===== src/rtl/mixer_pkg.sv =====
// ============================================================================
// Module      : mixer_pkg
// Description : Shared register map, envelope modes and FSM encodings.
// Revision    : 1.0 - initial release
// ============================================================================
`default_nettype none

package mixer_pkg;

    localparam logic [2:0] c_addr_vol      = 3'd0;
    localparam logic [2:0] c_addr_ctl      = 3'd1;
    localparam logic [2:0] c_addr_rate_a   = 3'd2;
    localparam logic [2:0] c_addr_rate_b   = 3'd3;
    localparam logic [2:0] c_addr_mode_a   = 3'd4;
    localparam logic [2:0] c_addr_mode_b   = 3'd5;
    localparam logic [2:0] c_addr_commit   = 3'd6;

    localparam logic [1:0] c_mode_const    = 2'b00;
    localparam logic [1:0] c_mode_decay    = 2'b01;
    localparam logic [1:0] c_mode_attack   = 2'b10;
    localparam logic [1:0] c_mode_repeat   = 2'b11;

    typedef enum logic [1:0] {
        ST_IDLE    = 2'd0,
        ST_PENDING = 2'd1,
        ST_APPLY   = 2'd2
    } ctrl_state_t;

    typedef enum logic [1:0] {
        ENV_HOLD   = 2'd0,
        ENV_ATTACK = 2'd1,
        ENV_DECAY  = 2'd2
    } env_state_t;

    function automatic logic [3:0] env_start_level(input logic [1:0] mode);
        return (mode == c_mode_attack) ? 4'h0 : 4'hF;
    endfunction

endpackage

`default_nettype wire


===== src/rtl/mixer_env.sv =====
// ============================================================================
// Module      : mixer_env
// Description : Single-channel envelope generator with tick-divided stepping.
// Revision    : 1.0 - initial release
// ============================================================================
`default_nettype none

module mixer_env
    import mixer_pkg::*;
(
    input  logic       clk,
    input  logic       rst_n,
    input  logic       tick,
    input  logic       retrig,
    input  logic [7:0] rate_in,
    input  logic [1:0] mode_in,
    output logic [3:0] level
);

    env_state_t state_q, state_d;
    logic [3:0] level_q, level_d;
    logic [7:0] div_q,   div_d;
    logic [7:0] rate_q,  rate_d;
    logic [1:0] mode_q,  mode_d;

    always_comb begin
        state_d = state_q;
        level_d = level_q;
        div_d   = div_q;
        rate_d  = rate_q;
        mode_d  = mode_q;

        if (retrig) begin
            rate_d  = rate_in;
            mode_d  = mode_in;
            div_d   = 8'd0;
            level_d = env_start_level(mode_in);
            case (mode_in)
                c_mode_const:  state_d = ENV_HOLD;
                c_mode_attack: state_d = ENV_ATTACK;
                default:       state_d = ENV_DECAY;
            endcase
        end else if (tick && (state_q != ENV_HOLD)) begin
            if (div_q == rate_q) begin
                div_d = 8'd0;
                if (state_q == ENV_ATTACK) begin
                    if (level_q != 4'hF) begin
                        level_d = level_q + 4'd1;
                    end
                    if (level_q >= 4'hE) begin
                        state_d = ENV_HOLD;
                    end
                end else if (level_q == 4'h0) begin
                    // Repeating decay sits at zero for one period before reloading.
                    if (mode_q == c_mode_repeat) begin
                        level_d = 4'hF;
                    end else begin
                        state_d = ENV_HOLD;
                    end
                end else begin
                    level_d = level_q - 4'd1;
                    if ((level_q == 4'h1) && (mode_q != c_mode_repeat)) begin
                        state_d = ENV_HOLD;
                    end
                end
            end else begin
                div_d = div_q + 8'd1;
            end
        end
    end

    always_ff @(posedge clk) begin
        if (!rst_n) begin
            state_q <= ENV_HOLD;
            level_q <= 4'hF;
            div_q   <= 8'd0;
            rate_q  <= 8'd0;
            mode_q  <= c_mode_const;
        end else begin
            state_q <= state_d;
            level_q <= level_d;
            div_q   <= div_d;
            rate_q  <= rate_d;
            mode_q  <= mode_d;
        end
    end

    assign level = level_q;

endmodule

`default_nettype wire


===== src/rtl/mixer_ctrl.sv =====
// ============================================================================
// Module      : mixer_ctrl
// Description : Shadowed mixer register file committed on the sample tick.
//               Envelope generators built only with MIXER_CTRL_ENV_EN defined.
// Revision    : 1.0 - initial release
// ============================================================================
`default_nettype none

module mixer_ctrl
    import mixer_pkg::*;
(
    input  logic       clk,
    input  logic       rst_n,
    input  logic       wr_valid,
    output logic       wr_ready,
    input  logic [2:0] wr_addr,
    input  logic [7:0] wr_data,
    input  logic       tick,
    output logic [3:0] volumeA,
    output logic [3:0] volumeB,
    output logic [3:0] volumeNoise,
    output logic [3:0] envA,
    output logic [3:0] envB,
    output logic       enableA,
    output logic       enableB,
    output logic       enableNoise
);

    ctrl_state_t state_q, state_d;
    logic        wr_ready_q, wr_ready_d;
    logic        wr_fire;

    logic [3:0] sh_vol_a_q, sh_vol_a_d;
    logic [3:0] sh_vol_b_q, sh_vol_b_d;
    logic [3:0] sh_vol_n_q, sh_vol_n_d;
    logic       sh_en_a_q,  sh_en_a_d;
    logic       sh_en_b_q,  sh_en_b_d;
    logic       sh_en_n_q,  sh_en_n_d;

    logic [3:0] vol_a_q, vol_a_d;
    logic [3:0] vol_b_q, vol_b_d;
    logic [3:0] vol_n_q, vol_n_d;
    logic       en_a_q,  en_a_d;
    logic       en_b_q,  en_b_d;
    logic       en_n_q,  en_n_d;

    assign wr_fire = wr_valid && wr_ready_q;

    always_comb begin
        state_d    = state_q;
        sh_vol_a_d = sh_vol_a_q;
        sh_vol_b_d = sh_vol_b_q;
        sh_vol_n_d = sh_vol_n_q;
        sh_en_a_d  = sh_en_a_q;
        sh_en_b_d  = sh_en_b_q;
        sh_en_n_d  = sh_en_n_q;
        vol_a_d    = vol_a_q;
        vol_b_d    = vol_b_q;
        vol_n_d    = vol_n_q;
        en_a_d     = en_a_q;
        en_b_d     = en_b_q;
        en_n_d     = en_n_q;

        // A tick on the commit edge is seen while still IDLE, so it never applies.
        case (state_q)
            ST_IDLE: begin
                if (wr_fire && (wr_addr == c_addr_commit)) begin
                    state_d = ST_PENDING;
                end
            end
            ST_PENDING: begin
                if (tick) begin
                    state_d = ST_APPLY;
                end
            end
            ST_APPLY: state_d = ST_IDLE;
            default:  state_d = ST_IDLE;
        endcase

        wr_ready_d = (state_d == ST_IDLE);

        if (wr_fire) begin
            case (wr_addr)
                c_addr_vol: begin
                    sh_vol_b_d = wr_data[7:4];
                    sh_vol_a_d = wr_data[3:0];
                end
                c_addr_ctl: begin
                    sh_en_n_d  = wr_data[6];
                    sh_en_b_d  = wr_data[5];
                    sh_en_a_d  = wr_data[4];
                    sh_vol_n_d = wr_data[3:0];
                end
                default: ;
            endcase
        end

        if (state_q == ST_APPLY) begin
            vol_a_d = sh_vol_a_q;
            vol_b_d = sh_vol_b_q;
            vol_n_d = sh_vol_n_q;
            en_a_d  = sh_en_a_q;
            en_b_d  = sh_en_b_q;
            en_n_d  = sh_en_n_q;
        end
    end

    always_ff @(posedge clk) begin
        if (!rst_n) begin
            state_q    <= ST_IDLE;
            wr_ready_q <= 1'b1;
            sh_vol_a_q <= 4'h0;
            sh_vol_b_q <= 4'h0;
            sh_vol_n_q <= 4'h0;
            sh_en_a_q  <= 1'b0;
            sh_en_b_q  <= 1'b0;
            sh_en_n_q  <= 1'b0;
            vol_a_q    <= 4'h0;
            vol_b_q    <= 4'h0;
            vol_n_q    <= 4'h0;
            en_a_q     <= 1'b0;
            en_b_q     <= 1'b0;
            en_n_q     <= 1'b0;
        end else begin
            state_q    <= state_d;
            wr_ready_q <= wr_ready_d;
            sh_vol_a_q <= sh_vol_a_d;
            sh_vol_b_q <= sh_vol_b_d;
            sh_vol_n_q <= sh_vol_n_d;
            sh_en_a_q  <= sh_en_a_d;
            sh_en_b_q  <= sh_en_b_d;
            sh_en_n_q  <= sh_en_n_d;
            vol_a_q    <= vol_a_d;
            vol_b_q    <= vol_b_d;
            vol_n_q    <= vol_n_d;
            en_a_q     <= en_a_d;
            en_b_q     <= en_b_d;
            en_n_q     <= en_n_d;
        end
    end

`ifdef MIXER_CTRL_ENV_EN
    logic [7:0] sh_rate_a_q, sh_rate_a_d;
    logic [7:0] sh_rate_b_q, sh_rate_b_d;
    logic [1:0] sh_mode_a_q, sh_mode_a_d;
    logic [1:0] sh_mode_b_q, sh_mode_b_d;
    logic       env_tick;
    logic       env_retrig;

    always_comb begin
        sh_rate_a_d = sh_rate_a_q;
        sh_rate_b_d = sh_rate_b_q;
        sh_mode_a_d = sh_mode_a_q;
        sh_mode_b_d = sh_mode_b_q;
        if (wr_fire) begin
            case (wr_addr)
                c_addr_rate_a: sh_rate_a_d = wr_data;
                c_addr_rate_b: sh_rate_b_d = wr_data;
                c_addr_mode_a: sh_mode_a_d = wr_data[1:0];
                c_addr_mode_b: sh_mode_b_d = wr_data[1:0];
                default: ;
            endcase
        end
    end

    always_ff @(posedge clk) begin
        if (!rst_n) begin
            sh_rate_a_q <= 8'd0;
            sh_rate_b_q <= 8'd0;
            sh_mode_a_q <= c_mode_const;
            sh_mode_b_q <= c_mode_const;
        end else begin
            sh_rate_a_q <= sh_rate_a_d;
            sh_rate_b_q <= sh_rate_b_d;
            sh_mode_a_q <= sh_mode_a_d;
            sh_mode_b_q <= sh_mode_b_d;
        end
    end

    // The tick that moves PENDING->APPLY and the APPLY cycle never step envelopes.
    assign env_tick   = tick && (state_q == ST_IDLE);
    assign env_retrig = (state_q == ST_APPLY);

    mixer_env u_env_a (
        .clk     (clk),
        .rst_n   (rst_n),
        .tick    (env_tick),
        .retrig  (env_retrig),
        .rate_in (sh_rate_a_q),
        .mode_in (sh_mode_a_q),
        .level   (envA)
    );

    mixer_env u_env_b (
        .clk     (clk),
        .rst_n   (rst_n),
        .tick    (env_tick),
        .retrig  (env_retrig),
        .rate_in (sh_rate_b_q),
        .mode_in (sh_mode_b_q),
        .level   (envB)
    );
`else
    logic w_unused;
    assign w_unused = wr_data[7];
    assign envA     = 4'hF;
    assign envB     = 4'hF;
`endif

    assign wr_ready    = wr_ready_q;
    assign volumeA     = vol_a_q;
    assign volumeB     = vol_b_q;
    assign volumeNoise = vol_n_q;
    assign enableA     = en_a_q;
    assign enableB     = en_b_q;
    assign enableNoise = en_n_q;

endmodule

`default_nettype wire

===== config.mk =====
export PLATFORM = sky130hd
export DESIGN_NAME = mixer_ctrl
export DESIGN_NICKNAME = d
export VERILOG_FILES = /design/src/rtl/mixer_pkg.sv /design/src/rtl/mixer_env.sv /design/src/rtl/mixer_ctrl.sv
export SDC_FILE = /design/constraint.sdc
export NUM_CORES = 1
export LEC_CHECK = 0
export ABC_AREA = 1
export CORE_ASPECT_RATIO = 1.4
export CORE_MARGIN = 2
export CORE_UTILIZATION = 42
export DETAILED_ROUTE_END_ITERATION = 6
export PLACE_DENSITY_LB_ADDON = 0.08
export SLEW_MARGIN = 15
export SYNTH_ARGS = -nofsm -noshare
export SYNTH_HDL_FRONTEND = slang
export SYNTH_SLANG_ARGS = --single-unit

===== constraint.sdc =====
create_clock -name clk -period 1 [get_ports clk]
set_input_delay 0.2 -clock clk [delete_from_list [all_inputs] [get_ports clk]]
set_output_delay 0.2 -clock clk [all_outputs]
set_load 0.005 [all_outputs]

==> results.py, run 1 <==
metrics = {
    "layout": {
        "drive_gt1_frac": 0.3348,
        "final_net_count": 241,
        "multi_input_comb_area_um2": 643.1,
        "fill_cells": 290,
        "syn_to_final_growth_pct": 38.47,
        "n_antenna_cell": 0,
        "regArea_um2": 681.9,
        "final_cell_mix": "43 x nor2_1, 27 x nand2_1, 17 x dfxtp_2",
        "final_common_cell": "nor2_1",
    },
    "pwr": {
        "peakVddDrop_mv": 1.101,
        "internal_power_mw": 2.285,
        "p_clk_frac": 0.441,
        "p_sw_mw": 0.6251,
        "p_leak_nw": 0.9136,
        "p_per_area_nw_per_um2": 1531,
        "power.share.combinational": 0.091,
        "power_mw": 2.911,
        "p_seq_frac": 0.469,
        "sw_frac_of_total": 0.2148,
    },
    "synthesis": {
        "ys_seq_area_frac": 0.4813,
        "yosys_warnings": 0,
        "syn_inst": 188,
        "avgSynthCellArea_um2": 7.301,
        "synth.cell_area_um2": 1373,
        "ys_ff_latch": 33,
        "ys_types": 17,
    },
    "timing": {
        "grt_setup_unrepaired": "yes",
        "hold_viol": 0,
        "worst_slack_ns": -0.04116,
        "fin_crit_ns": 1.041,
        "setup_viol": 27,
        "tns_ns": -0.5473,
        "hold_ws_ns": 0.4811,
        "achievable-frequency_ghz": 0.9605,
        "finalCritPeriodShare": 1.041,
        "drv_slew": 0,
        "skew_ns": 0.001975,
    },
    "clock_tree": {
        "clock_latency_ns": 0.28,
        "cts.sinks": 33,
        "path_clk_slew_ns": 0.07,
        "cts_tree": "done",
        "ctsRootBufferMaster": "clkbuf_8",
        "h-tree-depth": 2,
        "cts-buffers-inserted": 5,
        "clockBufferDepth": 2,
    },
    "setup_path": {
        "cp_max_fo": 14,
        "crit_top_cell": "nand2_1",
        "worstPathCellList": "clkdlybuf4s50_1 -> inv_1 -> nand2_2 -> nor2_4 -> buf_12 -> nand2_1 -> nand2_1 -> nor2_1",
        "critPathMaxStageDelay_ns": 0.43,
        "critPathCaptureType": "flip-flop",
        "cp-start-kind": "input pin",
        "cp.required_ns": 1.19,
        "cp.arrival_ns": 1.23,
        "crit_type": "input pin to flip-flop",
        "slowest_stage": "clkdlybuf4s50_1",
    },
    "grt": {
        "grt_pass1_wl_mm": 4.981,
        "antenna_found_initial": 0,
        "grt_pass1_vias": 1158,
        "grt_max_degree": 33,
        "track_usage": 0.1785,
        "overflow": 0,
    },
    "run_status": {
        "outcome": "finished with violations",
        "violations": "negative setup slack",
    },
    "drt": {
        "antenna_left": 0,
        "first_pass_iters": 4,
        "drtIter0Drc": 19,
        "drc": 0,
        "wl_per_cell_um": 11.21,
        "drt-vias-per-instance": 4.643,
        "via_count": 1235,
        "wl_mm": 2.983,
    },
    "die": {
        "die_h_um": 71.64,
        "row_count": 24,
        "dieArea_um2": 3748,
        "start_util": 0.4395,
        "die_w_um": 52.32,
        "ios": 39,
        "core_area_um2": 3123,
    },
    "placement": {
        "port_buffers": 30,
        "dp_hpwl_mm": 2.074,
        "gp_congestion": 0.7626,
        "pre_cts_slack_ns": -0.4258,
    },
    "worst_hold_path": {
        "hold_path.class": "flip-flop to flip-flop",
    },
    "flow_run": {
        "maxCapViolations": 0,
    },
}
## what timing repair did
item | 4_1_cts | 5_1_grt
setup endpoints to repair | 48 | 33
hold buffers | 0 | 0
buffers inserted | 4 | 0
gates resized for setup | 97 | 10
pin swaps | 2 | 2
## critical path: cells and delay by family
kind / cells / cell delay (ns)
simple gates: 5 / 0.38
buf+inv: 3 / 0.65
## metrics by stage
stage | cells | utilization | area [um2]
after detailed placement | 254 | 0.5457 | 1704
after floorplan | 195 | - | 1403
after global placement | 254 | 0.5457 | 1704
after global routing | 266 | 0.6086 | 1901
after CTS | 266 | 0.5954 | 1859
final | 266 | 0.6086 | 1901
## sequential cells by signal, summed over array words and instances, names as in the netlist, 2 cells and up
register	flops
sh_vol_a_q	4
volumeA	4
state_q	2
volumeNoise	4
volumeB	4
sh_vol_n_q	4
sh_vol_b_q	4
## worst paths after layout
kind	from	to	slack (ns)	cells past startpoint
worst max-delay path	wr_addr[1]	sh_en_n_q$_SDFFE_PN0P_	-0.04	8
worst min-delay path	sh_vol_n_q[3]$_SDFFE_PN0P_	sh_vol_n_q[3]$_SDFFE_PN0P_	0.48	2
worst max register to register	wr_ready$_SDFF_PN1_	sh_vol_a_q[1]$_SDFFE_PN0P_	-0.04	7
worst min register to register	sh_vol_n_q[3]$_SDFFE_PN0P_	sh_vol_n_q[3]$_SDFFE_PN0P_	0.48	2
## routing by layer
| layer | GRT usage | share of wire | up-vias |
|---|---|---|---|
| met5 | 0 | 0 | - |
| met4 | 0.09402 | 0.028 | 0 |
| met1 | 0.2085 | 0.40 | 563 |
| met3 | 0.04375 | 0.040 | 9 |
| li1 | - | - | 637 |
| met2 | 0.2944 | 0.53 | 26 |
## power groups by stage
stage	registers (mW)	logic [mW]	clock network (mW)
6_report	1.36	0.264	1.28
5_1_grt	1.37	0.295	1.37
3_3_place_gp	1.39	0.239	0
4_1_cts	1.36	0.252	1.32
3_5_place_dp	1.39	0.243	0
2_1_floorplan	1.39	0.154	0
## cells in the mapped netlist
master | count | area, um2
inv_1 | 13 | 48.80
o21ai_0 | 14 | 70.07
nor2_4 | 3 | 33.78
buf_6 | 3 | 33.78
nand3_2 | 1 | 10.01
conb_1 | 1 | 3.750
nand3b_1 | 1 | 7.510
buf_4 | 9 | 67.56
inv_2 | 2 | 7.510
nand2_1 | 30 | 112.6
buf_2 | 1 | 5.000
nor2_1 | 56 | 210.2
clkbuf_1 | 3 | 11.26
nand3_1 | 8 | 40.04
o21ai_1 | 1 | 5.000
dfxtp_1 | 33 | 660.6
a21oi_1 | 9 | 45.04
## cell families (layout without fill, tap and decap cells)
| group | Yosys count | count (layout) | synth area share |
|---|---|---|---|
| simple gates | 99 | 99 | 0.3017 |
| compound gates | 24 | 24 | 0.08751 |
| buf+inv | 31 | 63 | 0.1267 |
| flops | 33 | 33 | 0.4813 |
| other cells | 1 | 8 | 0.002732 |
## cell type report
cell class / instances / share of cell area
clock buffer: 7 / 0.04542
clock inverter: 1 / 0.01580
inverter: 15 / 0.03292
multi-input combinational: 131 / 0.3384
sequential: 33 / 0.3588
tap: 39 / 0.02567
timing repair buffer: 40 / 0.1830
Note: power is estimated with default switching activity, not from simulation.
==> run 2: changes to the inputs <==
--- a/config.mk
+++ b/config.mk
@@ -6,6 +6,7 @@
 export NUM_CORES = 1
 export LEC_CHECK = 0
 export ABC_AREA = 1
+export CAP_MARGIN = 20
 export CORE_ASPECT_RATIO = 1.4
 export CORE_MARGIN = 2
 export CORE_UTILIZATION = 42
==> results of run 2 <==
No change in the layout: final DEF, timing and power equal those of run 1.
